<file path="src/rtl/regfile_write_arbiter.sv">
`default_nettype none
// ============================================================================
//  Module   : regfile_write_arbiter
//  Purpose  : Arbitrates ALU and load writebacks onto a single register-file
//             write port and counts cycles in which both requesters collide.
//             Define RF_WRITE_ARB_RR_EN for round-robin tie-breaking;
//             otherwise the load requester always wins a tie.
//  Revision : 1.0  initial release
// ============================================================================
module regfile_write_arbiter #(
    parameter int DATA_W = 16,
    parameter int ADDR_W = 4,
    parameter int CNT_W  = 8
) (
    input  logic              clk,
    input  logic              rst,
    input  logic              stall,
    input  logic              req0_valid,
    input  logic [ADDR_W-1:0] req0_reg,
    input  logic [DATA_W-1:0] req0_data,
    output logic              req0_ready,
    input  logic              req1_valid,
    input  logic [ADDR_W-1:0] req1_reg,
    input  logic [DATA_W-1:0] req1_data,
    output logic              req1_ready,
    output logic              WriteReg,
    output logic [ADDR_W-1:0] DstReg,
    output logic [DATA_W-1:0] DstData,
    output logic [CNT_W-1:0]  conflict_cnt
);

    localparam logic [CNT_W-1:0]  c_cntMax  = {CNT_W{1'b1}};
    localparam logic [ADDR_W-1:0] c_zeroReg = '0;

    logic              r_lastGnt;
    logic              r_writeReg;
    logic [ADDR_W-1:0] r_dstReg;
    logic [DATA_W-1:0] r_dstData;
    logic [CNT_W-1:0]  r_conflictCnt;

    logic              w_bothValid;
    logic              w_tieWinner;
    logic              w_gnt0;
    logic              w_gnt1;
    logic              w_xfer;
    logic [ADDR_W-1:0] w_winReg;
    logic [DATA_W-1:0] w_winData;

    assign w_bothValid = req0_valid & req1_valid;

`ifdef RF_WRITE_ARB_RR_EN
    // On a tie the requester that did not win last time goes next.
    assign w_tieWinner = ~r_lastGnt;
`else
    assign w_tieWinner = 1'b1;
`endif

    always_comb begin
        w_gnt0 = 1'b0;
        w_gnt1 = 1'b0;
        // Readies are forced low while reset is held, independent of state.
        if (rst && !stall) begin
            if (w_bothValid) begin
                w_gnt1 = w_tieWinner;
                w_gnt0 = ~w_tieWinner;
            end else begin
                w_gnt0 = req0_valid;
                w_gnt1 = req1_valid;
            end
        end
    end

    assign w_xfer    = w_gnt0 | w_gnt1;
    assign w_winReg  = w_gnt1 ? req1_reg  : req0_reg;
    assign w_winData = w_gnt1 ? req1_data : req0_data;

    always_ff @(posedge clk or negedge rst) begin
        if (!rst) begin
            r_lastGnt     <= 1'b1;
            r_writeReg    <= 1'b0;
            r_dstReg      <= '0;
            r_dstData     <= '0;
            r_conflictCnt <= '0;
        end else begin
            r_lastGnt  <= w_xfer ? w_gnt1 : r_lastGnt;
            // A register-0 transfer is accepted but never reaches the file.
            r_writeReg <= w_xfer && (w_winReg != c_zeroReg);
            if (w_xfer) begin
                r_dstReg  <= w_winReg;
                r_dstData <= w_winData;
            end
            if (w_bothValid && (r_conflictCnt != c_cntMax)) begin
                r_conflictCnt <= r_conflictCnt + 1'b1;
            end
        end
    end

    assign req0_ready   = w_gnt0;
    assign req1_ready   = w_gnt1;
    assign WriteReg     = r_writeReg;
    assign DstReg       = r_dstReg;
    assign DstData      = r_dstData;
    assign conflict_cnt = r_conflictCnt;

endmodule
`default_nettype wire
</file>
<file path="config.mk">
export PLATFORM = sky130hd
export DESIGN_NAME = regfile_write_arbiter
export DESIGN_NICKNAME = d
export VERILOG_FILES = /design/src/rtl/regfile_write_arbiter.sv
export SDC_FILE = /design/constraint.sdc
export NUM_CORES = 1
export LEC_CHECK = 0
export BUFFER_PORTS_ARGS = -buffer_cell sky130_fd_sc_hd__buf_2
export CAP_MARGIN = 10
export CORE_MARGIN = 2
export CORE_UTILIZATION = 48
export DETAILED_ROUTE_END_ITERATION = 8
export PLACE_DENSITY_LB_ADDON = 0.15
export SKIP_LAST_GASP = 1
export SYNTH_ARGS = -nofsm -noshare
export SYNTH_HDL_FRONTEND = slang
export SYNTH_SLANG_ARGS = --single-unit
</file>
<file path="constraint.sdc">
create_clock -name clk -period 3.2 [get_ports clk]
set_clock_uncertainty 0.2 [all_clocks]
set_input_delay 0.64 -clock clk [delete_from_list [all_inputs] [get_ports clk]]
set_output_delay 0.64 -clock clk [all_outputs]
set_load 0.02 [all_outputs]
</file>
==> results of run 1 <==
==> power by group through the flow <==
stage / clock, mW / combinational (mW) / sequential [mW]
finish: 0.217 / 0.352 / 0.507
global route: 0.240 / 0.386 / 0.520
CTS: 0.225 / 0.356 / 0.507
detailed placement: 0 / 0.354 / 0.513
global placement: 0 / 0.344 / 0.510
floorplan: 0 / 0.115 / 0.601
==> metrics by stage <==
stage,setup slack [ns],cells,hold WS [ns]
2_1_floorplan,0.8479,133,0.1444
3_3_place_gp,0.9023,234,0.2857
3_5_place_dp,0.8306,234,0.2997
4_1_cts,0.9001,241,0.1999
5_1_grt,0.8624,241,0.2241
6_report,0.9000,241,0.1982
==> sequential cells by signal (all words and copies together), names as in the netlist <==
signal	flops
DstData	16
WriteReg	1
DstReg	4
conflict_cnt	8
==> cell type report <==
class	instances	area share [%]
Sequential cell	29	38.49
Multi-Input combinational cell	95	35.24
Tap cell	31	2.057
Clock buffer	7	2.920
Timing Repair Buffer	78	21.10
Inverter	1	0.1991
==> final timing paths <==
kind	slack [ns]	end	from
worst min register to register	0.32	DstData[9]	DstData[9]
worst max-delay path	0.90	req0_ready	stall
worst min-delay path	0.20	DstData[1]	rst
worst max register to register	1.42	conflict_cnt[1]	conflict_cnt[0]
min in group clk	0.32	DstData[9]	DstData[9]
max in group asynchronous	2.33	DstData[14]	rst
==> synthesized netlist by cell type (all sizes together) <==
cell     instances  area share, %
inv              1           0.26
mux2             4            3.1
xnor2            4            2.4
o21ai           41             14
nand3b           1           0.79
ha               1           0.87
nand4            2           0.87
a211oi           1           0.52
and2b            1           0.52
and3             2           0.87
buf              2            1.0
nor2             2            1.0
clkbuf           6            1.7
nor2b            1           0.44
nor3b            1           0.52
or4              1           0.52
nand2b           3            1.3
and4             1           0.61
nand2            2           0.52
nand3            2           0.70
dfrtp           29             51
a22oi            1           0.52
nor4             1           0.44
o2111ai          1           0.61
a31oi            1           0.44
o211ai           2            1.0
mux2i           19             13
==> per-layer routing <==
layer | vias to the layer above | wire length (microns)
met4 | 0 | 27
met2 | 57 | 1741
li1 | 647 | -
met3 | 4 | 248
met5 | - | 0
met1 | 642 | 1394
==> kinds of logic (layout without fill, tap and decap cells) <==
family                     Yosys count  in the layout  synth area share, %
AOI/OAI and AO/OA                   47             47                17.47
DFF                                 29             29                50.66
muxes                               23             23                16.42
and+or+nand+nor                     20             20                9.171
buffers and inverters                9             86                2.969
xor gates and xnor gates             4              4                2.445
adders and majority gates            1              1               0.8732
==> cell usage in the layout (no fill, tap or decap), types with 2 or more instances in the layout <==
cell type	n
o211ai_1	2
and3_1	2
nand2_1	2
nand4_1	2
clkbuf_4	5
xnor2_1	4
buf_2	75
o21ai_0	38
nand3_1	2
o21ai_1	3
mux2_2	3
nand2b_1	3
mux2i_1	19
dfrtp_1	29
buf_4	3
==> worst register-to-register path: stages, from the launching register on <==
cell and delay [ns]:
dfrtp_1 0.41, ha_1 0.21, nand3_1 0.18, o211ai_1 0.30, mux2_2 0.37
==> impl_metrics.ini, run 1 <==
[power_and_ir_drop]
finalPower_mw = 1.076
p_switching_uw = 388.2
p_leak_nw = 1.041
power_frac_comb_pct = 32.7
clockPowerShare_pct = 20.2
seqPwrFrac_pct = 47.1
p_int_uw = 687.8
vdd_drop_max_uv = 319.5
power.density_mw_per_mm2 = 570.7
swShare_pct = 36.08

[cts]
clk_latency_ns = 0.31
cts_hold_buf = 0
cts_buffer_depth = 2
postCtsSetupRepairBufs = 0
h-tree-depth = 2
cts_buffers = 5
root_buffer = clkbuf_4
cts_tree = built
clkSinkCount = 29
post_cts_resized = 0
cts.clk_slew.worst_paths_ns = 0.09

[worst_setup_path]
slowest_delay_ns = 0.19
cp.required_ns = 2.36
path_buf_inv = 3
path_cells = buf_2, nand2b_1, buf_4, nor3b_1, buf_2
critical_path_cell_count = 5
cp.arrival_ns = 1.46
cp_max_fo = 21
crit_family = buffers and inverters
cpMostUsedCell = buf_2
cpMaxStageDelayCell = buf_4
worstSetupPathType = in2out
cp-start-kind = primary input
worstSetupEndpointType = output pin
worstRegToRegCells = 4

[timing]
totalNegativeSetupSlack_ns = 0
setup_viol = 0
slew_headroom_pct = 25.62
finalCriticalPeriod_ns = 2.300
rsz0062_at_grt = no
fmax_mhz = 434.8
worstMarginPinSlew_ns = 1.108
final_hold_viol_count = 0
period_share_pct = 71.88
maxSlewViolCount = 0

[yosys]
syn_avg_cell_area_sq_um = 10.77
postSynthCellCount = 133
ys_seq_area_share_pct = 50.66
syn_area_sq_mm = 0.001433
synth.net_count = 179
ys_ff_latch = 29
yosys_warnings = 0
synth.distinct_cells = 31

[finish]
utilization_pct = 67.22
n_fill_cell = 235
syn_to_final_growth_pct = 31.62
multi_input_area_sq_um = 664.4
fin_nets = 256
seq_area_sq_um = 725.7
final_layout_size_suffix_gt1_share_pct = 42.38
final_cell_area_sq_mm = 0.001886
diodes = 0

[detailed_routing]
dr.pass1.iters = 6
drtIter0Drc = 49
wl_per_cell_microns = 14.16
postRouteAntennaNets = 0
wirelength_microns = 3412
num_vias = 1350
drc = 4
via_per_inst = 5.602

[placed_design]
dpl.hpwl_microns = 2628
io_buffers = 75
gp_congestion = 0.7956
place_area_sq_mm = 0.001831

[global_routing]
busiest_layer = met2
grt_max_degree = 30
grt_pass1_wl_microns = 5692
grtUsageMet1_pct = 27.47
grt_pass1_vias = 1354
track_usage_pct = 21.60
grt.overflow.total = 0
grt_use_met3_pct = 4.835
antenna_found_initial = 0
grtUsageMet2_pct = 36.12

[floorplanning]
fp.dieW_microns = 58.63
dieArea_sq_mm = 0.003437
pin_count = 76
core-area_sq_mm = 0.002805
fp-row-count = 19
die_h_microns = 58.63
start_util_pct = 51.07

[worst_hold_path]
hold_path_class = in2async

[run_status]
violations = design-rule violations
status = finished, violations left

[flow_run]
max-cap-violations = 0
No activity file was read; power rests on OpenSTA's default activity.
==> run 2: changes to the inputs <==
--- a/config.mk
+++ b/config.mk
@@ -8,7 +8,7 @@
 export BUFFER_PORTS_ARGS = -buffer_cell sky130_fd_sc_hd__buf_2
 export CAP_MARGIN = 10
 export CORE_MARGIN = 2
-export CORE_UTILIZATION = 48
+export CORE_UTILIZATION = 40
 export DETAILED_ROUTE_END_ITERATION = 8
 export PLACE_DENSITY_LB_ADDON = 0.15
 export SKIP_LAST_GASP = 1
==> constraint.sdc (replaced) <==
create_clock -name clk -period 1.9 [get_ports clk]
set_clock_uncertainty 0.2 [all_clocks]
set_input_delay 0.38 -clock clk [delete_from_list [all_inputs] [get_ports clk]]
set_output_delay 0.38 -clock clk [all_outputs]
set_load 0.02 [all_outputs]
==> run 2 against run 1 <==
  * The run now ends clean
  * First-iteration DRC count is 37% lower
  * Die area is 19% higher
  * Global-route usage fell by 2.9 points
  * Sequential power grew 68%
  * Utilization fell by 9.5 points
  * Hold slack worse by 0.10 ns
  * Wire length up 2.1%
  * Combinational power is 68% higher
  * Final cell count up 8.3%
  * Final area up 3.8%
  * Largest power group unchanged
  * Highest routed layer unchanged
==> impl_metrics.ini, run 2 (synthesized netlist as in run 1, its figures left out) <==
[run_status]
status = complete, no violations

[detailed_routing]
postRouteAntennaNets = 0
wl_per_cell_microns = 13.34
drtIter0Drc = 31
num_vias = 1338
dr.pass1.iters = 2
via_per_inst = 5.126
wirelength_microns = 3483
drc = 0

[cts]
cts_buffers = 5
clkSinkCount = 29
cts_tree = built
h-tree-depth = 2
cts_buffer_depth = 2
clk_latency_ns = 0.32
root_buffer = clkbuf_4
cts.clk_slew.worst_paths_ns = 0.09

[floorplanning]
fp-row-count = 21
dieArea_sq_mm = 0.004076
pin_count = 76
fp.dieW_microns = 63.85
start_util_pct = 42.27
core-area_sq_mm = 0.003390
die_h_microns = 63.85

[placed_design]
place_area_sq_mm = 0.001884
placed_cells = 252
dpl.hpwl_microns = 2664
dp_slack_ns = -0.1979
io_buffers = 75
gp_congestion = 0.8026

[worst_hold_path]
hold_path_class = in2reg

[finish]
fin_nets = 261
final_common_cell = buf_2
n_fill_cell = 322
largest_reg_flops = 16
mostFrequentLayoutCells = buf_2, o21ai_0, dfrtp_1, mux2i_1, buf_4
utilization_pct = 57.73
final_cell_area_sq_mm = 0.001957
diodes = 0
final_layout_size_suffix_gt1_share_pct = 43.26
final_cells = 261
syn_to_final_growth_pct = 36.59

[timing]
maxSlewViolCount = 0
fin_hold_ws_ns = 0.09611
period_share_pct = 91.82
fmax_mhz = 573.2
final_hold_viol_count = 0
timing.final.ws_setup_ns = 0.1555
finalCriticalPeriod_ns = 1.745
worstMarginPinSlew_ns = 1.175
slew_headroom_pct = 21.13
rsz0062_at_grt = no
totalNegativeSetupSlack_ns = 0
setup_viol = 0

[global_routing]
grt.overflow.total = 0
grt_max_degree = 22
antenna_found_initial = 0
grt_pass1_vias = 1356
grt_pass1_wl_microns = 5851
track_usage_pct = 18.70

[worst_setup_path]
cp.required_ns = 1.92
cpMaxStageDelayCell = dfrtp_1
cp.arrival_ns = 1.76
path_cells = ha_1, nand3_1, o211ai_1, mux2_2
worstSetupEndpointType = flip-flop
cp_max_fo = 5
slowest_delay_ns = 0.43
worstSetupPathType = reg2reg
cp-start-kind = flip-flop

[power_and_ir_drop]
vdd_drop_max_uv = 460.9
p_leak_nw = 1.070
finalPower_mw = 1.816
power.density_mw_per_mm2 = 928.0

[flow_run]
max-cap-violations = 0
run 2: changes by cell type in the layout (fill, tap and decap cells not counted), sizes merged:
cell         before  now
dlygate4sd3       0    1
buf              78   82
run 2: per-layer routing:
layer  vias up  track usage (%)  wire [microns]
met1       631            20.44            1376
met4         0            7.337              44
met5         -                0               0
met3         6            6.514             227
li1        655                -               -
met2        46            32.94            1834
run 2: power by group:
part	internal, mW	switching (mW)
Sequential	0.745	0.108
Combinational	0.246	0.347
Clock	0.174	0.195
Total	1.17	0.650
run 2: what timing repair did:
| item | 4_1_cts | 5_1_grt |
|---|---|---|
| gates resized for setup | 0 | 0 |
| endpoints found under the setup margin | 0 | 1 |
| hold buffers | 1 | 0 |
| hold endpoints to repair | 29 | 0 |
| buffers inserted | 0 | 1 |
run 2: path summary, 6_finish.rpt:
kind / startpoint / to / slack (ns) / depth (start not counted)
min in group asynchronous: rst / DstData[11] / 0.24 / 2
max reg2reg: conflict_cnt[0] / conflict_cnt[1] / 0.16 / 4
max in group asynchronous: rst / DstData[6] / 0.79 / 3
min reg2reg: DstData[12] / DstData[12] / 0.31 / 2
max: conflict_cnt[0] / conflict_cnt[1] / 0.16 / 4
min: req1_data[14] / DstData[14] / 0.1 / 3
run 2: layout make-up:
class | count | area [sq um] | area share [%]
Sequential cell | 29 | 725.7 | 37.08
Multi-Input combinational cell | 95 | 664.4 | 33.95
Timing Repair Buffer | 83 | 450.4 | 23.02
Tap cell | 46 | 57.56 | 2.941
Clock buffer | 7 | 55.05 | 2.813
Inverter | 1 | 3.754 | 0.1918
run 2: critical path, delay by kind of cell (launching register included):
| kind | cells | cell delay [ns] |
|---|---|---|
| AOI/OAI and AO/OA | 1 | 0.27 |
| adders and majority gates | 1 | 0.20 |
| DFF | 1 | 0.43 |
| muxes | 1 | 0.36 |
| and+or+nand+nor | 1 | 0.17 |
